<file path="src/rtl/iic_reg_bank.sv">
// Byte-wide register bank behind the IIC slave: control/status, TX/RX FIFOs
// and an edge-triggered interrupt controller.
module iic_reg_bank #(
    parameter int          IADDR_WIDTH = 8,
    parameter int          FIFO_DEPTH  = 16,
    parameter logic [7:0]  ID_VALUE    = 8'hA5,
    parameter logic [7:0]  CTRL_RST    = 8'h00
) (
    input  logic                   clk,
    input  logic                   rst,
    input  logic [IADDR_WIDTH-1:0] s_address,
    input  logic [7:0]             s_writedata,
    input  logic                   s_write,
    input  logic                   s_read,
    output logic [7:0]             s_readdata,
    output logic [7:0]             ctrl_o,
    input  logic [7:0]             stat_i,
    input  logic [7:0]             irq_src_i,
    output logic                   irq_o,
    output logic [7:0]             tx_data,
    output logic                   tx_valid,
    input  logic                   tx_ready,
    input  logic [7:0]             rx_data,
    input  logic                   rx_valid,
    output logic                   rx_ready
);

    localparam int AW = $clog2(FIFO_DEPTH);
    localparam int CW = $clog2(FIFO_DEPTH + 1);

    typedef logic [IADDR_WIDTH-1:0] addr_t;

    localparam addr_t A_ID   = addr_t'(0);
    localparam addr_t A_SCR  = addr_t'(1);
    localparam addr_t A_CTRL = addr_t'(2);
    localparam addr_t A_STAT = addr_t'(3);
    localparam addr_t A_PEND = addr_t'(4);
    localparam addr_t A_EN   = addr_t'(5);
    localparam addr_t A_TXD  = addr_t'(6);
    localparam addr_t A_TXS  = addr_t'(7);
    localparam addr_t A_RXD  = addr_t'(8);
    localparam addr_t A_RXS  = addr_t'(9);

    logic [7:0]    scratch;
    logic [7:0]    pend;
    logic [7:0]    en;
    logic [7:0]    prev;
    logic [7:0]    rdata;

    logic [7:0]    tx_mem [FIFO_DEPTH];
    logic [AW-1:0] tx_wptr;
    logic [AW-1:0] tx_rptr;
    logic [CW-1:0] tx_count;
    logic          tx_ovf;
    logic          tx_full;
    logic          tx_req;
    logic          tx_push;
    logic          tx_pop;

    logic [7:0]    rx_mem [FIFO_DEPTH];
    logic [AW-1:0] rx_wptr;
    logic [AW-1:0] rx_rptr;
    logic [CW-1:0] rx_count;
    logic          rx_udf;
    logic          rx_empty;
    logic          rx_rd;
    logic          rx_push;
    logic          rx_pop;

    logic          wr_scr;
    logic          wr_ctrl;
    logic          wr_pend;
    logic          wr_en;
    logic          wr_txs;
    logic          wr_rxs;

    assign wr_scr  = s_write && (s_address == A_SCR);
    assign wr_ctrl = s_write && (s_address == A_CTRL);
    assign wr_pend = s_write && (s_address == A_PEND);
    assign wr_en   = s_write && (s_address == A_EN);
    assign wr_txs  = s_write && (s_address == A_TXS);
    assign wr_rxs  = s_write && (s_address == A_RXS);

    // A pop in the same cycle frees a slot, so a push into a full FIFO is kept.
    assign tx_full  = (tx_count == CW'(FIFO_DEPTH));
    assign tx_valid = (tx_count != '0);
    assign tx_data  = tx_mem[tx_rptr];
    assign tx_req   = s_write && (s_address == A_TXD);
    assign tx_pop   = tx_valid && tx_ready;
    assign tx_push  = tx_req && (!tx_full || tx_pop);

    assign rx_empty = (rx_count == '0);
    assign rx_ready = (rx_count != CW'(FIFO_DEPTH));
    assign rx_push  = rx_valid && rx_ready;
    assign rx_rd    = s_read && (s_address == A_RXD);
    assign rx_pop   = rx_rd && !rx_empty;

    always_comb begin
        rdata = 8'h00;
        case (s_address)
            A_ID:    rdata = ID_VALUE;
            A_SCR:   rdata = scratch;
            A_CTRL:  rdata = ctrl_o;
            A_STAT:  rdata = stat_i;
            A_PEND:  rdata = pend;
            A_EN:    rdata = en;
            A_TXS:   rdata = {tx_ovf, 1'b0, 6'(tx_count)};
            A_RXD:   rdata = rx_empty ? 8'h00 : rx_mem[rx_rptr];
            A_RXS:   rdata = {rx_udf, 1'b0, 6'(rx_count)};
            default: rdata = 8'h00;
        endcase
    end

    always_ff @(posedge clk) begin
        if (rst) begin
            s_readdata <= 8'h00;
            scratch    <= 8'h00;
            ctrl_o     <= CTRL_RST;
            en         <= 8'h00;
            pend       <= 8'h00;
            prev       <= 8'h00;
            irq_o      <= 1'b0;
        end else begin
            if (s_read)
                s_readdata <= rdata;
            if (wr_scr)
                scratch <= s_writedata;
            if (wr_ctrl)
                ctrl_o <= s_writedata;
            if (wr_en)
                en <= s_writedata;
            prev <= irq_src_i;
            // New edges are OR-ed in after the clear so a set wins.
            pend <= (pend & ~(wr_pend ? s_writedata : 8'h00))
                  | (irq_src_i & ~prev);
            irq_o <= |(pend & en);
        end
    end

    always_ff @(posedge clk) begin
        if (tx_push)
            tx_mem[tx_wptr] <= s_writedata;
        if (rx_push)
            rx_mem[rx_wptr] <= rx_data;
    end

    always_ff @(posedge clk) begin
        if (rst) begin
            tx_wptr  <= '0;
            tx_rptr  <= '0;
            tx_count <= '0;
            tx_ovf   <= 1'b0;
        end else begin
            if (tx_push)
                tx_wptr <= tx_wptr + AW'(1);
            if (tx_pop)
                tx_rptr <= tx_rptr + AW'(1);
            if (tx_push && !tx_pop)
                tx_count <= tx_count + CW'(1);
            else if (!tx_push && tx_pop)
                tx_count <= tx_count - CW'(1);
            if (wr_txs && s_writedata[7])
                tx_ovf <= 1'b0;
            if (tx_req && !tx_push)
                tx_ovf <= 1'b1;
        end
    end

    always_ff @(posedge clk) begin
        if (rst) begin
            rx_wptr  <= '0;
            rx_rptr  <= '0;
            rx_count <= '0;
            rx_udf   <= 1'b0;
        end else begin
            if (rx_push)
                rx_wptr <= rx_wptr + AW'(1);
            if (rx_pop)
                rx_rptr <= rx_rptr + AW'(1);
            if (rx_push && !rx_pop)
                rx_count <= rx_count + CW'(1);
            else if (!rx_push && rx_pop)
                rx_count <= rx_count - CW'(1);
            if (wr_rxs && s_writedata[7])
                rx_udf <= 1'b0;
            if (rx_rd && rx_empty)
                rx_udf <= 1'b1;
        end
    end

endmodule

</file>
<file path="config.mk">
export PLATFORM = sky130hd
export DESIGN_NAME = iic_reg_bank
export DESIGN_NICKNAME = d
export VERILOG_FILES = /design/src/rtl/iic_reg_bank.sv
export SDC_FILE = /design/constraint.sdc
export NUM_CORES = 1
export LEC_CHECK = 0
export CAP_MARGIN = 10
export CORE_UTILIZATION = 40
export CTS_CLUSTER_DIAMETER = 150
export DETAILED_ROUTE_END_ITERATION = 12
export GPL_TIMING_DRIVEN = 0
export MAX_ROUTING_LAYER = met4
export PLACE_DENSITY_LB_ADDON = 0.15
export SETUP_SLACK_MARGIN = 0.3
export SYNTH_ARGS = -nofsm -noshare
export SYNTH_HDL_FRONTEND = slang
export SYNTH_SLANG_ARGS = --single-unit
</file>
<file path="constraint.sdc">
create_clock -name clk -period 5 [get_ports clk]
set_input_delay 1.25 -clock clk [delete_from_list [all_inputs] [get_ports clk]]
set_output_delay 1.25 -clock clk [all_outputs]
set_load 0.02 [all_outputs]
</file>
==> metrics.md, run 1 <==
| Metric | Value |
|---|---|
| Final Power | `about 7000 uW` |
| IO Port Bufs | `69` |
| Post-synth top area share | `54.63%` |
| Clock sinks | `341` |
| Final worst slack | `roughly 560 ps` |
| Synth cell types | `69` |
| CTS Hold Bufs | `0` |
| CP Capture Type | `primary output` |
| RePlAce Congestion | `around 0.91` |
| Outcome | `complete, no violations` |
| Chip height | `between 150 and 200 microns` |
| Largest family of logic cells by synthesized area | `multiplexers` |
| Synth Warn # | `0` |
| Fin crit share | `88.73%` |
| TritonCTS buffer count | `38` |
| Final hold viol count | `0` |
| Crit start category | `flip-flop` |
| # setup viols final | `0` |
| CTS max path bufs | `3` |
| TritonCTS clock tree | `yes` |
| Slew margin rel. | `26.31%` |
| Post-place setup slack | `between 10 and 15 ps` |
| Post-layout net count | `1073` |
| Clock tree root driver cell | `clkbuf_16` |
| Crit Path Max Fanout | `10` |
| Clock Skews | `about 20 ps` |
| Die Span X | `between 150 and 200 microns` |
| Total GRT Usage | `19.45%` |
| Die ar. | `~36000 sq um` |
| Post-Syn Area | `14070 sq um` |
| Sequential cell area | `9389 sq um` |
| First-pass DRT Iterations | `5` |
| Layout cells sized above 1 | `17.08%` |
| First-pass GRT wire length | `50290 microns` |
| Fin Setup TNS | `0 ps` |
| Routed vias/inst | `5.302` |
| Drt wl/cell | `22.16 microns` |
| EDFF count, synth | `between 200 and 300` |
| Via count | `7905` |
| Fmax | `225.4 MHz` |
| Synth Area in Simple Gates | `7.958%` |
| Post-synthesis sequential area ratio | `66.72%` |
| Commonest non-fill, non-tap cell in the layout | `edfxtp_1` |
| Vias in the first global route | `around 8000` |
| Pwr dens | `412.7 nW/um^2` |
| Routed WL | `around 33000 microns` |
| Multiplexer share of the synthesized area | `15.39%` |
| Htree depth | `2` |
| Worst Path Required | `3750 ps` |
| Max-Cap Viols | `0` |
| Unrepaired setup endpoints after global routing | `no` |
| Synth top area cells | `edfxtp_1 55%, dfxtp_1 12%, mux4_2 12%, mux2i_1 3.0%, nor2_1 2.8%` |
| Worst Max-Slew Pin Slew | `about 1100 ps` |
| XOR/XNOR Fraction of Synth Area | `1.120%` |
| Area leader, netlist | `edfxtp_1` |
| Starting density of the core | `40.74%` |
| Initial antenna violation count | `0` |
| Post-CTS repair timing setup buffer count | `0` |
| Grt ovf | `0` |
| Core footprint | `34540 sq um` |
| Area grow syn2layout | `17.97%` |
| Max IR drop VDD | `~0.21 mV` |
| Hold Crit Class | `reg -> reg` |
| Dpl hpwl | `around 22000 microns` |
| Antenna Nets Post-Route | `0` |
| DRC violation count after routing | `0` |
| Fillers | `3028` |
| Most frequent cells in the layout | `256 x edfxtp_1, 104 x nor2_1, 85 x dfxtp_1, 72 x mux4_2, 69 x clkdlybuf4s50_1` |
| Multi-input logic area | `between 4000 and 5000 sq um` |
| Worst Path Arrival | `~3200 ps` |
| Clock Pin Slew Worst Setup and Hold Paths | `60 ps` |
| Cell Rows | `68` |
| Initial drt markers | `581` |
| Main synth FF type | `edfxtp_1` |
| Adder-Cell Fraction of Synth Area | `1.974%` |
| Pin count of the biggest net entering global routing | `23` |
| Flops & latches, synth | `341` |
| Post-synth net total | `959` |
| I/O Pins | `73` |
| Synth Area in Compound Gates | `a little under 5%` |
| Ys async rst share | `0%` |
| N_diodes | `0` |
| CP Class | `reg -> out` |
| Tmin final | `4437 ps` |
| Max-slew violations | `0` |
| Synthesized instance count | `892` |
| Worst-Skew Late Latency | `520 ps` |
| Leakage Power | `between 0.005 and 0.006 uW` |
| Post-Syn Area per Cell | `15.78 sq um` |
[cell families (layout without fill, tap and decap cells)]
kind of cell	count (synthesis)	in the layout
AND/OR/NAND/NOR	231	231
adder cells (fa/ha/maj)	21	21
buffers and inverters	64	208
multiplexers	125	125
AO/OA/AOI/OAI	92	92
XOR/XNOR	18	18
flip-flops	341	341
[metrics by stage]
step	hold slack, ps	cell area, sq um	std cells	utilization (%)
floorplan	431.6	14070	892	-
global placement	455.9	15330	1416	44.39
detailed placement	449.4	15380	1421	44.52
CTS	457.7	16600	1491	48.05
global route	479.9	16600	1491	48.06
finish	452.1	16600	1491	48.06
[worst max-delay path, cell delays in order (launching register included)]
cell and delay, ps:
dfxtp_1 300, clkbuf_1 280, buf_2 420, mux4_2 610, mux4_2 490, clkdlybuf4s50_1 550
[synth_stat cells, drive strengths merged (11+ instances only)]
| library cell | number |
|---|---|
| nor2 | 106 |
| mux4 | 72 |
| nand2 | 43 |
| mux2i | 42 |
| nor3 | 15 |
| mux2 | 11 |
| xor2 | 11 |
| ha | 19 |
| a21oi | 33 |
| dfxtp | 85 |
| inv | 18 |
| clkbuf | 18 |
| edfxtp | 256 |
| buf | 28 |
| nor2b | 22 |
[metal layers]
metal	GRT usage [%]	routed length, microns	vias to the layer above
met5	-	0	-
met4	4.498	585	0
met3	2.638	1206	42
met2	30.87	15810	181
met1	26.66	15440	4008
li1	-	-	3674
[state kept, by name, indices dropped and copies added, names as in the netlist, 4 cells and up, named ones only]
name / cells
ctrl_o: 8
en: 8
pend: 8
prev: 8
rx_count: 5
rx_mem: 128
rx_rptr: 4
rx_wptr: 4
s_readdata: 8
scratch: 8
tx_count: 5
tx_mem: 128
tx_rptr: 4
tx_wptr: 4
[path summary, 6_finish.rpt]
kind	from	to	slack, ps	depth (start not counted)
max	flip-flop	tx_data[1]	560	5
min	rx_udf	rx_udf	450	2
max reg2reg	tx_count[0]	tx_count[4]	1620	12
min reg2reg	rx_udf	rx_udf	450	2
[area by class of cell]
cell class                 count  area share (%)
sequential                   341           56.56
multi-input combinational    487           26.62
clock buffer                  57           6.527
timing repair buffer          74           4.341
tap                          455           3.429
buffer                        46           1.289
clock inverter                13          0.8291
inverter                      18          0.4070
[report_power, final]
| part | switching (uW) | internal [uW] | leakage [uW] |
|---|---|---|---|
| clock network | 1090 | 1610 | 0.000588 |
| registers | 69.8 | 3120 | 0.00300 |
| logic | 506 | 455 | 0.00192 |
[repair_timing]
action,4_1_cts,5_1_grt
endpoints found under the setup margin,0,1
gates resized for setup,0,1
endpoints found under the hold margin,0,0
No activity file was read; power rests on OpenSTA's default activity.
==> run 2, diff against run 1 <==
ABC_CLOCK_PERIOD_IN_PS = 5000   (was unset)
CORE_ASPECT_RATIO = 1.1   (was unset)
CTS_BUF_LIST = sky130_fd_sc_hd__clkbuf_8 sky130_fd_sc_hd__clkbuf_16   (was unset)
==> run 2 against run 1 <==
Net effect: critical path depth is 8 higher; wire length rose by 0.87%; non-clock buffer count is 3 lower; sequential share of layout area grew 0.40 points; critical path type is now in -> reg; largest power group unchanged; highest routed layer unchanged.
==> metrics.md, run 2 (synthesized netlist as in run 1, its figures left out) <==
| Metric | Value |
|---|---|
| Initial antenna violation count | `1` |
| Crit Path Max Fanout | `8` |
| Die Span X | `180.8 microns` |
| Initial drt markers | `675` |
| Clock sinks | `341` |
| Clock Pin Slew Worst Setup and Hold Paths | `roughly 60 ps` |
| Core footprint | `34380 sq um` |
| Grt ovf | `0` |
| Clock tree root driver cell | `clkbuf_16` |
| TritonCTS clock tree | `yes` |
| CP Class | `in -> reg` |
| Unrepaired setup endpoints after global routing | `no` |
| Max IR drop VDD | `0.2081 mV` |
| Drt wl/cell | `22.67 microns` |
| Via count | `around 7900` |
| Pin count of the biggest net entering global routing | `23` |
| RePlAce Congestion | `roughly 0.89` |
| CP peak stage delay | `570 ps` |
| Slew margin rel. | `roughly a quarter` |
| Htree depth | `2` |
| Routed WL | `33330 microns` |
| TritonCTS buffer count | `37` |
| Layout cells sized above 1 | `17.26%` |
| Fin Setup TNS | `0 ps` |
| First-pass GRT wire length | `50890 microns` |
| Worst-Skew Late Latency | `530 ps` |
| Dpl hpwl | `between 20000 and 25000 microns` |
| Crit start category | `input pin` |
| Final worst slack | `542.6 ps` |
| Final hold viol count | `0` |
| Max-Cap Viols | `0` |
| Non-filler instance count after layout | `1470` |
| Most frequent cells in the layout | `256 x edfxtp_1, 104 x nor2_1, 85 x dfxtp_1, 72 x mux4_2, 69 x clkdlybuf4s50_1` |
| # setup viols final | `0` |
| Pwr dens | `slightly above 400 nW/um^2` |
| Worst Max-Slew Pin Slew | `1119 ps` |
| I/O Pins | `73` |
| Routed vias/inst | `5.379` |
| Post_cts resized | `0` |
| Antenna Nets Post-Route | `0` |
| CP max-delay cell | `clkdlybuf4s50_1` |
| IO Port Bufs | `a little under 70` |
| Hold_ws | `around 470 ps` |
| CTS max path bufs | `3` |
| Starting density of the core | `40.93%` |
| Max-slew violations | `0` |
| Placed Instances | `~1400` |
| Die ar. | `35940 sq um` |
| Leakage Power | `0.005517 uW` |
| Post-place setup slack | `56.41 ps` |
| Hold Crit Class | `reg -> reg` |
| CTS Hold Bufs | `0` |
| Area grow syn2layout | `17.13%` |
| Clock Skews | `20.49 ps` |
| Worst Path Arrival | `4860 ps` |
| Vias in the first global route | `8076` |
| Cell Rows | `71` |
| Post-layout net count | `roughly 1100` |
| Fin crit share | `89.15%` |
| First-pass DRT Iterations | `5` |
| Fmax | `224.3 MHz` |
| Post-CTS repair timing setup buffer count | `0` |
| Final Core Density | `47.95%` |
| Regs by FF count | `rx_mem x128, tx_mem x128` |
| Worst Path Required | `about 5400 ps` |
| CP cell instances | `clkdlybuf4s50_1 > nor2b_1 > and4_1 > and2_1 > buf_2 > ha_1 > inv_1 > ha_1 > nor2b_1 > o21a_1 > or3_1 > a21oi_1 > mux2_2` |
| DRC violation count after routing | `0` |
| Commonest non-fill, non-tap cell in the layout | `edfxtp_1` |
| Tmin final | `approximately 4500 ps` |
| CP Capture Type | `flip-flop` |
| Chip height | `198.7 microns` |
| Total GRT Usage | `19.83%` |
| Outcome | `complete, no violations` |
==> run 2: changes by cell type in the layout (fill, tap and decap cells not counted), moves of 3 or more <==
cell | previous run | this run
buf_2 | 18 | 15
clkbuf_1 | 32 | 18
clkbuf_8 | 4 | 0
clkinv_2 | 2 | 9
inv_1 | 17 | 28
nor3_1 | 10 | 5
nor3_2 | 4 | 9
==> run 2: area by class of cell <==
type,count,area (sq um)
well taps,438,548.0
inverters,18,67.56
clock buffers,39,975.9
clock inverters,29,135.1
plain buffers,46,214.0
multi-input cells,487,4442
diodes,1,2.502
repair buffers,71,709.4
fillers,2978,17900
flip-flops and latches,341,9389
==> run 2: through the flow <==
stage	area, sq um	total power [uW]
4_1_cts	16480	6715
2_1_floorplan	14070	3880
5_1_grt	16480	6924
3_5_place_dp	15370	4222
6_report	16480	6639
3_3_place_gp	15310	4212
==> run 2: metal layers <==
| layer | GRT usage (%) | wire, microns |
|---|---|---|
| met2 | 32.63 | 16490 |
| met4 | 5.381 | 700 |
| met5 | - | 0 |
| met3 | 2.929 | 1410 |
| met1 | 25.76 | 14730 |
==> run 2: final timing paths <==
| path | startpoint | to | slack [ps] | depth (start not counted) |
|---|---|---|---|---|
| worst max-delay path | s_address[2] | tx_count[4] | 540 | 13 |
| worst min-delay path | rx_udf | rx_udf | 470 | 2 |
| worst max register to register | tx_count[0] | tx_count[4] | 1650 | 12 |
| worst min register to register | rx_udf | rx_udf | 470 | 2 |
==> run 2: worst max-delay path, delay by kind of cell <==
kind,cells,cell delay [ps]
AND/OR/NAND/NOR,5,1500
buffers and inverters,3,870
adder cells (fa/ha/maj),2,560
multiplexers,1,340
AO/OA/AOI/OAI,2,330
==> run 2: power breakdown <==
| part | internal (uW) | switching [uW] |
|---|---|---|
| clock | 1410 | 1080 |
| sequential | 3120 | 71.0 |
| combinational | 453 | 500 |
